<file path="config.mk">
export PLATFORM = sky130hd
export DESIGN_NAME = hazard_ctrl_unit
export DESIGN_NICKNAME = d
export VERILOG_FILES = /design/src/rtl/hazard_pkg.sv /design/src/rtl/hazard_match.sv /design/src/rtl/hazard_ctrl_unit.sv
export SDC_FILE = /design/constraint.sdc
export NUM_CORES = 1
export LEC_CHECK = 0
export ABC_AREA = 1
export CELL_PAD_IN_SITES_DETAIL_PLACEMENT = 0
export CELL_PAD_IN_SITES_GLOBAL_PLACEMENT = 1
export CORE_MARGIN = 4
export CORE_UTILIZATION = 41
export CTS_BUF_LIST = sky130_fd_sc_hd__clkbuf_8 sky130_fd_sc_hd__clkbuf_16
export CTS_CLUSTER_DIAMETER = 120
export DETAILED_ROUTE_END_ITERATION = 6
export PLACE_DENSITY_LB_ADDON = 0.1
export SLEW_MARGIN = 20
export SYNTH_ARGS = -nofsm -noshare
export SYNTH_HDL_FRONTEND = slang
export SYNTH_SLANG_ARGS = --single-unit
</file>
<file path="constraint.sdc">
create_clock -name clk -period 4.5 [get_ports clk]
set_input_delay 0.675 -clock clk [delete_from_list [all_inputs] [get_ports clk]]
set_output_delay 0.675 -clock clk [all_outputs]
set_load 0.01 [all_outputs]
</file>
<file path="src/rtl/hazard_pkg.sv">
// Shared types for the pipeline hazard controller:
// forwarding selects, destination tags and FSM states.
package hazard_pkg;

   localparam logic [1:0] FWD_RF  = 2'b00;
   localparam logic [1:0] FWD_WB  = 2'b01;
   localparam logic [1:0] FWD_MEM = 2'b10;

   typedef struct packed {
      logic       valid;
      logic [4:0] rd;
      logic       wr;
      logic       ld;
   } tag_t;

   localparam tag_t TAG_NONE = '0;

   typedef enum logic {
      RUN,
      LONG_WAIT
   } state_t;

endpackage

</file>
<file path="src/rtl/hazard_match.sv">
// Combinational compare of one ID source register
// against one in-flight destination tag.
module hazard_match
   import hazard_pkg::*;
(
   input  logic [4:0] rs,
   input  logic       rs_used,
   input  tag_t       tag,
   input  logic       need_ld,
   output logic       hit
);

   assign hit = rs_used && (rs != 5'd0)
             && tag.valid && tag.wr
             && (tag.rd == rs)
             && (!need_ld || tag.ld);

endmodule

</file>
<file path="src/rtl/hazard_ctrl_unit.sv">
// Hazard controller: tag tracking, registered forwarding,
// load-use stall, branch flush and multi-cycle wait.
module hazard_ctrl_unit
   import hazard_pkg::*;
#(
   parameter int LONG_MAX = 64,
   parameter int CNT_W    = 16
) (
   input  logic             clk,
   input  logic             reset,
   input  logic             id_valid,
   input  logic [4:0]       id_rs1,
   input  logic [4:0]       id_rs2,
   input  logic             id_rs1_used,
   input  logic             id_rs2_used,
   input  logic [4:0]       id_rd,
   input  logic             id_reg_write,
   input  logic             id_is_load,
   input  logic             ex_branch_taken,
   input  logic             ex_long_op,
   input  logic             ex_long_done,
   output logic             pc_stall,
   output logic             if_id_stall,
   output logic             if_id_flush,
   output logic             id_ex_bubble,
   output logic             ex_hold,
   output logic [1:0]       fwd_a,
   output logic [1:0]       fwd_b,
   output logic             long_timeout,
   output logic [CNT_W-1:0] stall_cnt,
   output logic [CNT_W-1:0] flush_cnt
);

   localparam int LW = $clog2(LONG_MAX + 1);

   state_t        state, state_nxt;
   tag_t          tag_ex, tag_mem;
   logic [LW-1:0] wait_cnt;
   logic          use1, use2;
   logic          a_ex, b_ex, a_mem, b_mem;
   logic          a_lu, b_lu, lu_hit;
   logic          flush, hold, lu, expire;

   assign use1 = id_valid & id_rs1_used;
   assign use2 = id_valid & id_rs2_used;

   hazard_match u_a_ex (
      .rs(id_rs1), .rs_used(use1), .tag(tag_ex),
      .need_ld(1'b0), .hit(a_ex));
   hazard_match u_b_ex (
      .rs(id_rs2), .rs_used(use2), .tag(tag_ex),
      .need_ld(1'b0), .hit(b_ex));
   hazard_match u_a_mem (
      .rs(id_rs1), .rs_used(use1), .tag(tag_mem),
      .need_ld(1'b0), .hit(a_mem));
   hazard_match u_b_mem (
      .rs(id_rs2), .rs_used(use2), .tag(tag_mem),
      .need_ld(1'b0), .hit(b_mem));
   hazard_match u_a_lu (
      .rs(id_rs1), .rs_used(use1), .tag(tag_ex),
      .need_ld(1'b1), .hit(a_lu));
   hazard_match u_b_lu (
      .rs(id_rs2), .rs_used(use2), .tag(tag_ex),
      .need_ld(1'b1), .hit(b_lu));

   assign lu_hit = a_lu | b_lu;

   always_ff @(posedge clk or posedge reset) begin
      if (reset) state <= RUN;
      else       state <= state_nxt;
   end

   // The long op is held in EX from the cycle it starts,
   // so hold is asserted on entry as well as while waiting.
   always_comb begin
      state_nxt = state;
      flush     = 1'b0;
      hold      = 1'b0;
      lu        = 1'b0;
      expire    = 1'b0;
      unique case (state)
         RUN: begin
            if (ex_branch_taken) begin
               flush = 1'b1;
            end else if (ex_long_op && !ex_long_done) begin
               hold      = 1'b1;
               state_nxt = LONG_WAIT;
            end else if (lu_hit) begin
               lu = 1'b1;
            end
         end
         LONG_WAIT: begin
            if (ex_long_done) begin
               state_nxt = RUN;
            end else if (wait_cnt == LW'(LONG_MAX - 1)) begin
               expire    = 1'b1;
               state_nxt = RUN;
            end else begin
               hold = 1'b1;
            end
            if (!hold && lu_hit) lu = 1'b1;
         end
         default: ;
      endcase
      pc_stall     = hold | lu;
      if_id_stall  = hold | lu;
      if_id_flush  = flush;
      id_ex_bubble = flush | lu;
      ex_hold      = hold;
   end

   always_ff @(posedge clk or posedge reset) begin
      if (reset) begin
         wait_cnt     <= '0;
         long_timeout <= 1'b0;
      end else begin
         if (state == LONG_WAIT && state_nxt == LONG_WAIT)
            wait_cnt <= wait_cnt + 1'b1;
         else
            wait_cnt <= '0;
         if (expire) long_timeout <= 1'b1;
      end
   end

   always_ff @(posedge clk or posedge reset) begin
      if (reset) begin
         tag_ex  <= TAG_NONE;
         tag_mem <= TAG_NONE;
      end else if (hold) begin
         tag_mem <= TAG_NONE;
      end else begin
         tag_mem <= tag_ex;
         if (id_ex_bubble || !id_valid)
            tag_ex <= TAG_NONE;
         else
            tag_ex <= '{valid: 1'b1, rd: id_rd,
                        wr: id_reg_write, ld: id_is_load};
      end
   end

   always_ff @(posedge clk or posedge reset) begin
      if (reset) begin
         fwd_a <= FWD_RF;
         fwd_b <= FWD_RF;
      end else if (!hold) begin
         if (id_ex_bubble) begin
            fwd_a <= FWD_RF;
            fwd_b <= FWD_RF;
         end else begin
            fwd_a <= a_ex ? FWD_MEM : (a_mem ? FWD_WB : FWD_RF);
            fwd_b <= b_ex ? FWD_MEM : (b_mem ? FWD_WB : FWD_RF);
         end
      end
   end

   always_ff @(posedge clk or posedge reset) begin
      if (reset) begin
         stall_cnt <= '0;
         flush_cnt <= '0;
      end else begin
         if (pc_stall)    stall_cnt <= stall_cnt + 1'b1;
         if (if_id_flush) flush_cnt <= flush_cnt + 1'b1;
      end
   end

endmodule

</file>
==> results.py <==
metrics = {
    "sta": {
        "tightestPinTransition_ns": 0.8123,
        "finClkSkew_ns": 0.006555,
        "fin_tns_setup_ns": 0,
        "setup_viol": 0,
        "clock.fmax_mhz": 305.3,
        "period_share_pct": 72.78,
        "finalMaxSlewViolations": 0,
        "finalHoldViolations": 0,
        "max_slew_margin_pct": 45.77,
        "min_period_ns": 3.275,
        "rsz0062_at_grt": "false",
        "whs_ns": 0.4635,
    },
    "route": {
        "drt_iter0_markers": 69,
        "routedWlPerCell_um": 13.62,
        "via_per_inst": 4.820,
        "drtPass1Iterations": 4,
        "route.detailed.drc": 0,
        "wirelength_mm": 8.225,
        "postRouteAntennaNets": 0,
        "via_count": 2911,
    },
    "pwr": {
        "power_switching_uw": 468.7,
        "power.density_mw_per_mm2": 334.6,
        "netSwitchingFraction_pct": 32.54,
        "seqPwrFrac_pct": 46.8,
        "pwr-share-comb_pct": 22.5,
        "clkPwrFrac_pct": 30.7,
        "ir_drop_uv": 173.0,
        "p_int_uw": 971.7,
        "p_leak_nw": 2.037,
    },
    "job": {
        "drv_cap": 0,
    },
    "clock_tree": {
        "cts_hold_buf": 0,
        "cts_tree": "yes",
        "cts_made_buffers": 9,
        "clkSlewWorstSetupHoldPaths_ns": 0.07,
        "cts_htree_levels": 3,
        "cts_setup_buffers": 0,
        "cts_buffer_depth": 2,
        "worstSkewPairLatency_ns": 0.33,
        "cts-root-buf": "clkbuf_8",
        "clock-sinks": 60,
        "cts_resized": 0,
    },
    "critical_path": {
        "cp.required_ns": 3.83,
        "cp-end-kind": "output pin",
        "ff2ff_path_depth": 11,
        "reg2reg_to": "fwd_a[0]",
        "crit_fanout": 18,
        "rrSetupSlack_ns": 2.53,
        "worstReg2RegStart": "wait_cnt[0]",
        "cp_data_arrival_time_ns": 2.60,
        "crit_type": "input pin to output pin",
        "start_kind": "input pin",
    },
    "floorplanning": {
        "start_util_pct": 41.89,
        "dieHeight_um": 99.39,
        "die_w_um": 99.39,
        "coreArea_mm2": 0.008175,
        "num_rows": 33,
        "dieArea_mm2": 0.009878,
        "io_pins": 67,
    },
    "min_path": {
        "hold_start": "wait_cnt[0]",
        "min_path_cells": 1,
        "holdCritPathClass": "flop to flop",
        "whs_endpoint": "wait_cnt[0]",
    },
    "yosys": {
        "syn_area_mm2": 0.003425,
        "syn_nets": 453,
        "yosysWarnings": 0,
        "avgSynthCellArea_um2": 8.058,
        "yosysTopAreaCellShare_pct": 43.84,
        "synth_top_cell_by_area": "dfrtp_1",
        "synth_area_leaders": "dfrtp_1 44%, nand2_1 14%, xor2_1 5.4%",
        "ys_ff_latch": 60,
        "synth_seq_area_share_pct": 43.84,
        "synth_cells": 425,
        "yosysUniqueCellTypes": 37,
    },
    "global_routing": {
        "grtUsageMet3_pct": 3.576,
        "globalRouteOverflowTotal": 0,
        "grt_pass1_vias": 2967,
        "grt_use_met1_pct": 24.31,
        "grt_pass1_wl_mm": 14.33,
        "antenna_found_initial": 0,
        "grt_util_met2_pct": 28.41,
        "grt_busiest_layer": "met2",
        "grt_usage_pct": 17.94,
        "grt_max_degree": 38,
    },
    "placement": {
        "gp_congestion": 0.9473,
        "hpwl_mm": 5.846,
        "io_buffers": 66,
    },
    "final_layout": {
        "drive_gt1_share_pct": 12.63,
        "nets": 522,
        "fill_cells": 821,
        "diodes": 0,
        "area_growth_syn_to_layout_pct": 25.72,
    },
    "outcome": {
        "status": "finished clean",
    },
}
-- through the flow --
| step | power (mW) | instances | setup WS (ns) | util, % | instance area (um^2) |
|---|---|---|---|---|---|
| floorplan | 0.8524 | 425 | 2.255 | - | 3425 |
| global placement | 1.007 | 588 | 1.221 | 50.49 | 4128 |
| detailed placement | 1.012 | 588 | 1.214 | 50.49 | 4128 |
| CTS | 1.458 | 604 | 1.205 | 52.66 | 4305 |
| global route | 1.522 | 604 | 1.079 | 52.66 | 4305 |
| finish | 1.440 | 604 | 1.225 | 52.66 | 4305 |
-- power by group through the flow --
stage               logic (mW)  registers [mW]  clock network [mW]
finish                   0.324           0.674               0.442
floorplan                0.172           0.680                   0
CTS                      0.330           0.673               0.455
global route             0.362           0.684               0.476
global placement         0.326           0.682                   0
detailed placement       0.329           0.683                   0
-- placed cells by master (no fill, tap or decap), drive strengths merged, types with 4 or more instances in the layout --
master         count
xor2              21
clkbuf            10
a21oi              4
dfrtp             60
nand4             15
o21ai              6
nor2              56
buf                4
clkdlybuf4s50     66
inv               45
nor3               8
nand2            134
nand3             40
xnor2             14
-- state kept, by name (all words and copies together), names as in the netlist --
| register | cells |
|---|---|
| fwd_b | 2 |
| fwd_a | 2 |
| long_timeout | 1 |
| flush_cnt | 16 |
| wait_cnt | 7 |
| state | 1 |
| tag_mem | 7 |
| tag_ex | 8 |
| stall_cnt | 16 |
-- routing by layer --
layer / vias up / wire length [um]
met5: - / 0
met4: 0 / 137
met3: 12 / 308
met2: 58 / 3789
met1: 1367 / 3990
li1: 1474 / -
-- worst max-delay path, cell delays in order --
cell and delay, ns:
clkdlybuf4s50_1 0.56, inv_1 0.06, nand2_1 0.05, nand3_1 0.11
nor2_2 0.13, nand3_2 0.08, nand2_1 0.09, nand2_2 0.08
nand2_4 0.18, clkdlybuf4s50_1 0.57
-- cell usage after synthesis --
cell type	n
a21oi_1	4
buf_1	1
nor4_1	1
buf_6	5
ha_1	3
dfrtp_1	60
nand3_2	12
nor2_4	3
buf_12	1
buf_4	2
nand4_2	1
a31oi_1	1
clkinv_1	1
nand3_1	28
xor2_1	21
nand2_4	2
nor3_1	7
clkinv_2	1
a31o_2	1
buf_2	1
xnor2_1	14
nand4_1	14
o211ai_1	1
or2_2	1
nor3b_1	2
nand2_2	5
nor2_1	46
o21ai_0	2
buf_8	1
inv_2	8
clkbuf_1	1
o21ai_2	1
nand2_1	127
nor2_2	7
nor3_2	1
o21ai_1	3
inv_1	35
-- worst max-delay path by stage --
stage | start | endpoint | slack, ns | cells past startpoint
final | id_rs2[1] | pc_stall | 1.23 | 10
after global routing | ex_branch_taken | if_id_stall | 1.08 | 7
after CTS | ex_branch_taken | pc_stall | 1.21 | 7
after detailed placement | ex_branch_taken | pc_stall | 1.21 | 7
after global placement | ex_branch_taken | pc_stall | 1.22 | 7
after floorplan | id_rs1[4] | pc_stall | 2.25 | 11
-- logic make-up after synthesis --
logic type | after synthesis | share of synthesized area (%)
compound gates | 13 | 2.229
xor+xnor | 35 | 8.952
fa+ha+maj | 3 | 1.096
buf+inv | 57 | 8.439
flops | 60 | 43.84
simple gates | 257 | 35.44
-- final cells by class --
cell class / instances / area [um^2] / area share, %
Clock buffer: 10 / 137.6 / 3.197
Timing Repair Buffer: 70 / 690.7 / 16.04
Clock inverter: 6 / 40.04 / 0.9300
Inverter: 45 / 170.2 / 3.952
Sequential cell: 60 / 1501 / 34.87
Multi-Input combinational cell: 308 / 1634 / 37.95
Tap cell: 105 / 131.4 / 3.051
No activity file was read; power rests on OpenSTA's default activity.
==> RTL edit 1, RTL diff (config.mk and constraints unchanged) <==
Reset style: synchronous (`reset`), changed in 5 clocked blocks.
--- a/src/rtl/hazard_ctrl_unit.sv
+++ b/src/rtl/hazard_ctrl_unit.sv
@@ -67,3 +67,3 @@
 
-   always_ff @(posedge clk or posedge reset) begin
+   always_ff @(posedge clk) begin
       if (reset) state <= RUN;
@@ -111,3 +111,3 @@
 
-   always_ff @(posedge clk or posedge reset) begin
+   always_ff @(posedge clk) begin
       if (reset) begin
@@ -124,3 +124,3 @@
 
-   always_ff @(posedge clk or posedge reset) begin
+   always_ff @(posedge clk) begin
       if (reset) begin
@@ -140,3 +140,3 @@
 
-   always_ff @(posedge clk or posedge reset) begin
+   always_ff @(posedge clk) begin
       if (reset) begin
@@ -155,3 +155,3 @@
 
-   always_ff @(posedge clk or posedge reset) begin
+   always_ff @(posedge clk) begin
       if (reset) begin
Check against the original RTL: differs if reset is asserted again (counterexample within 4 cycles, from zero or initial values and one cycle with reset high); with reset held inactive, the same outputs for 10 cycles.
==> RTL edit 1 against the unedited design <==
- routed wire length down 10%
- worst hold slack worse by 14 ps
- design area down 3.5%
- critical endpoint unchanged
- sequential cell count unchanged
- critical path depth unchanged
- via count down 1.9%
- setup slack worse by 20 ps
- die area down 6.4%
- sequential share of layout area down 5.9 points
- area after synthesis down 6.9%
Power is not compared: it rests on default switching activity, and its combinational part moved more than twofold at a synthesized area within 25%.
==> RTL edit 1: results (changes against the unedited design) <==
status=finished clean (unchanged); initial DRC count=56 (was 69); drt total wl=7390 µm (was 8230 µm); PortBufs=66 (unchanged); first-pass GRT wire length=12400 µm (was 14300 µm); filler instances=741 (was 821); Mapped Nets=452 (was 453); worst-margin pin slew=527 ps (was 812 ps); DP HPWL=5470 µm (was 5850 µm); reg2reg setup slack=2780 ps (was 2530 ps); clock tree buffer depth=2 (unchanged); H-Tree Depth=3 (unchanged); setup bufs post-CTS=0 (unchanged); Num CTS Buffers=9 (unchanged); DR vias=2857 (was 2911); Layout Nets=522 (unchanged); layout cells sized above 1=14.4% (was 12.6%); Final Wtd Congestion=0.900 (was 0.947); FF-to-FF Start=wait_cnt[0]$_SDFF_PP0_ (was wait_cnt[0]$_DFF_PP0_); Distinct cells, synth=41 (was 37); vias in the first global route=2795 (was 2967); largest cells by area after synthesis=dfxtp_1 (38%), nand2_1 (9.2%), nor2_1 (5.9%), inv_1 (5.7%), nand3_1 (4.4%) (was dfrtp_1 (44%), nand2_1 (14%), xor2_1 (5.4%), nor2_1 (5.0%), nand3_1 (4.1%)); Worst Setup SP=id_rs1[2] (was id_rs2[1]); Worst-Skew Late Latency=340 ps; r2r endpoint=stall_cnt[0]$_SDFFE_PP0P_ (was fwd_a[0]$_DFFE_PP0N_); CP max FO=20 (was 18); top post-synthesis cells by count=nand2_1 (78), dfxtp_1 (60), nor2_1 (50), inv_1 (48), nand3_1 (28) (was nand2_1 (127), dfrtp_1 (60), nor2_1 (46), inv_1 (35), nand3_1 (28)); worst clock skew=5.31 ps (was 6.55 ps); gr usage total=17.3% (was 17.9%); ys flop type=dfxtp_1 (was dfrtp_1); Async SR Flop Fraction=0% (was 100%); Antenna Cells=0 (unchanged); Worst Path Arrival=2620 ps (was 2600 ps); pin count of the biggest net entering global routing=21 (was 38); Seq/Total Area, Yosys=37.7% (was 43.8%); R2R depth=10 (was 11)
RTL edit 1: cell count changes after synthesis, sizes merged, moves of 5 or more:
cell	unedited run	this run
nand3	40	32
o21ai	6	12
dfrtp	60	0
xor2	21	12
a21oi	4	30
buf	11	6
nand2	134	95
inv	43	57
dfxtp	0	60
o21bai	0	8
nand4	15	8
nor3	8	16
RTL edit 1: worst min path at each step:
stage / start / end / slack (ps) / cells after the start
2_1_floorplan: wait_cnt[0]$_SDFF_PP0_ / wait_cnt[0]$_SDFF_PP0_ / 420 / 1
3_3_place_gp: wait_cnt[0]$_SDFF_PP0_ / wait_cnt[0]$_SDFF_PP0_ / 430 / 1
3_5_place_dp: fwd_a[1]$_SDFFE_PP0N_ / fwd_a[1]$_SDFFE_PP0N_ / 440 / 2
4_1_cts: wait_cnt[0]$_SDFF_PP0_ / wait_cnt[0]$_SDFF_PP0_ / 450 / 1
5_1_grt: fwd_a[1]$_SDFFE_PP0N_ / fwd_a[1]$_SDFFE_PP0N_ / 470 / 2
6_report: tag_ex[7]$_SDFFE_PP0N_ / tag_mem[7]$_SDFF_PP0_ / 450 / 2
RTL edit 1: where the power goes:
group	total, mW	switching (mW)	internal, mW
Clock	0.570	0.214	0.355
Sequential	0.546	0.00706	0.539
Combinational	0.106	0.0578	0.0481
RTL edit 1: metal layers:
| metal | track usage [%] | share of wire [%] | up-vias |
|---|---|---|---|
| met3 | 4.53 | 4.1 | 12 |
| met2 | 28.1 | 46 | 49 |
| li1 | - | - | 1497 |
| met4 | 7.23 | 1.9 | 0 |
| met1 | 21.6 | 48 | 1299 |
| met5 | 0 | 0 | - |
RTL edit 1: kinds of logic after synthesis:
kind of cell | after synthesis | synth area share [%]
DFF | 60 | 37.7
buffers and inverters | 67 | 9.11
and+or+nand+nor | 213 | 34.5
AOI/OAI and AO/OA | 59 | 11.5
xor gates and xnor gates | 22 | 6.05
adders and majority gates | 3 | 1.18
RTL edit 1: per-stage QoR:
stage / instance area (µm²) / cells / util [%] / setup WS, ps
after floorplan: 3190 / 424 / - / 2230
after global placement: 3920 / 582 / 52.9 / 1230
after detailed placement: 3920 / 582 / 52.9 / 1200
after CTS: 4150 / 598 / 56.1 / 1190
after global routing: 4150 / 598 / 56.1 / 1040
final: 4150 / 598 / 56.1 / 1210
RTL edit 1: critical path, stage by stage:
cell	delay, ps
clkdlybuf4s50_1	520
inv_1	80
nand2_1	60
nand2_1	60
nor3_2	120
nand3_2	130
nand2_4	100
nand2_8	110
nand2_8	170
clkdlybuf4s50_1	570
RTL edit 1: cell type report:
cell class	instances	area share (%)
clock inverters	4	1.69
multi-input cells	297	40.8
well taps	99	2.98
inverters	59	5.51
flip-flops and latches	60	28.9
repair buffers	67	16.1
clock buffers	12	3.98
==> RTL edit 2, RTL diff (same settings) <==
Made on the original files. The parameter `LONG_MAX` goes from 64 to 128.
--- a/src/rtl/hazard_ctrl_unit.sv
+++ b/src/rtl/hazard_ctrl_unit.sv
@@ -5,3 +5,3 @@
 #(
-   parameter int LONG_MAX = 64,
+   parameter int LONG_MAX = 128,
    parameter int CNT_W    = 16
Formal check against the unedited RTL: same outputs for any inputs over 10 cycles, from zero or initial values and one cycle with reset high; that may be too few to reach the edited logic, so the function may still have changed.
==> RTL edit 2 against the unedited design <==
- design area rose by 1.2%
- synthesized cell count rose by 3.5%
- via count rose by 3.2%
- power rose by 9.3%
- setup slack got worse by 230 ps
- routed wire length fell by 2.2%
- area after synthesis fell by 0.18%
- sequential cell count rose by 1
==> RTL edit 2: results (changes against the unedited design) <==
DR vias=3004 (was 2911); Worst-Skew Late Latency=330 ps (about the same); Global Route met3 Usage=4.42% (was 3.58%); Post-CTS Resized=0 (unchanged); pin count of the biggest net entering global routing=32 (was 38); DR top layer=met4 (unchanged); largest cells by area after synthesis=dfrtp_1 (45%), nand2_1 (15%), nand3_1 (5.4%), inv_1 (5.4%), nor2_1 (5.2%) (was dfrtp_1 (44%), nand2_1 (14%), xor2_1 (5.4%), nor2_1 (5.0%), nand3_1 (4.1%)); gr usage total=17.3% (was 17.9%); met2 Usage GRT=27.7% (was 28.4%); Most Crowded Layer GR=met2 (unchanged); Pre-Repair DR Iteration Count=5 (was 4); top post-synthesis cells by count=nand2_1 (135), dfrtp_1 (61), inv_1 (49), nor2_1 (47), nand3_1 (37) (was nand2_1 (127), dfrtp_1 (60), nor2_1 (46), inv_1 (35), nand3_1 (28)); Rel. slew slack=56.0% (was 45.8%); post-place instance area=4130 µm² (about the same); Layout Nets=537 (was 522); DP HPWL=5760 µm (was 5850 µm); clock tree buffer depth=2 (unchanged); GR Layer Usage met1=23.0% (was 24.3%); Antenna Cells=0 (unchanged); Async SR Flop Fraction=100% (unchanged); Clock Pin Slew Worst Setup and Hold Paths=70 ps (about the same); first-pass GRT wire length=13800 µm (was 14300 µm); CP max FO=29 (was 18); root buffer cell=clkbuf_8 (unchanged); routed wl met2=3740 µm (was 3790 µm); Hold Path Class=flop to flop (unchanged); status=finished clean (unchanged); Distinct cells, synth=34 (was 37); Seq/Total Area, Yosys=44.7% (was 43.8%); VDD IR max=0.143 mV (was 0.173 mV); # DRC=0 (unchanged); setup violators final=0 (unchanged); Int Power=1.12 mW (was 972 µW); Leak=2.14 nW (was 2.04 nW); Worst Path Arrival=2830 ps (was 2600 ps); Mapped Nets=468 (was 453); met3 WL=328 µm (was 308 µm); antenna violations before repair=0 (unchanged); top flop regs=flush_cnt: 16 flops, stall_cnt: 16 flops (was flush_cnt: 16 flops, stall_cnt: 16 flops, tag_ex: 8 flops); initial DRC count=92 (was 69); ys flop type=dfrtp_1 (unchanged); H-Tree Depth=3 (unchanged); WL/cell=13.0 µm (was 13.6 µm); layout cells sized above 1=7.20% (was 12.6%); setup bufs post-CTS=0 (unchanged); Num CTS Buffers=9 (unchanged); filler instances=791 (was 821); M1 WL=3890 µm (was 3990 µm); dpl ws=983 ps (was 1210 ps); Ys Warns=0 (unchanged); Final Wtd Congestion=0.816 (was 0.947); worst clock skew=10.4 ps (was 6.55 ps)
==> RTL edit 2: cell types whose count changed after synthesis, moves of 3 or more <==
cell / unedited run / this run
inv_1: 35 / 49
nand3_1: 28 / 37
nand3_2: 12 / 3
inv_2: 8 / 0
nand2_1: 127 / 135
nor2_2: 7 / 3
nand2_2: 5 / 2
nor3_1: 7 / 10
o21ai_0: 2 / 5
==> RTL edit 2: path summary, 6_finish.rpt <==
kind                                  startpoint                   endpoint  slack [ps]  cells after the start
setup / recovery                 ex_branch_taken               id_ex_bubble        1000                      8
hold / removal             wait_cnt[0]$_DFF_PP0_      wait_cnt[0]$_DFF_PP0_         460                      1
setup reg to reg           wait_cnt[0]$_DFF_PP0_       fwd_a[1]$_DFFE_PP0N_        2550                     10
hold reg to reg            wait_cnt[0]$_DFF_PP0_      wait_cnt[0]$_DFF_PP0_         460                      1
max in group asynchronous                  reset  flush_cnt[12]$_DFFE_PP0P_        2890                      3
min in group asynchronous                  reset       fwd_a[0]$_DFFE_PP0N_         760                      2
==> RTL edit 2: worst max-delay path, cell delays in order <==
cell and delay, ps:
clkdlybuf4s50_1 430, nand2_1 400, nand3_1 160, a21oi_2 160
nand2_2 80, buf_4 240, nand2_1 110, clkdlybuf4s50_1 560
==> RTL edit 2: through the flow <==
step | util, % | power (mW) | instances | hold slack [ps]
after floorplan | - | 0.869 | 440 | 424
after CTS | 53.3 | 1.60 | 619 | 462
after global placement | 50.6 | 1.03 | 603 | 444
after global routing | 53.3 | 1.67 | 619 | 502
final | 53.3 | 1.57 | 619 | 457
after detailed placement | 50.6 | 1.04 | 603 | 452
==> RTL edit 2: kinds of logic (layout without fill, tap and decap cells) <==
| kind of cell | Yosys count | count (layout) | share of synthesized area [%] |
|---|---|---|---|
| AND/OR/NAND/NOR | 265 | 265 | 34.5 |
| buffers and inverters | 62 | 136 | 8.64 |
| flip-flops | 61 | 61 | 44.7 |
| XOR/XNOR | 33 | 33 | 8.46 |
| AO/OA/AOI/OAI | 16 | 16 | 2.64 |
| adder cells (fa/ha/maj) | 3 | 3 | 1.10 |
==> RTL edit 2: power groups by stage <==
stage | logic, mW | registers [mW] | clock network, mW
4_1_cts | 0.346 | 0.681 | 0.569
5_1_grt | 0.382 | 0.690 | 0.597
6_report | 0.339 | 0.680 | 0.554
3_3_place_gp | 0.342 | 0.690 | 0
2_1_floorplan | 0.172 | 0.697 | 0
3_5_place_dp | 0.346 | 0.690 | 0
==> RTL edit 2: area by class of cell <==
type | count | area [µm²] | share of cell area [%]
flip-flops and latches | 61 | 1530 | 35.0
well taps | 105 | 131 | 3.01
clock buffers | 11 | 151 | 3.47
clock inverters | 5 | 75.1 | 1.72
repair buffers | 69 | 683 | 15.7
inverters | 51 | 195 | 4.48
multi-input cells | 317 | 1600 | 36.6
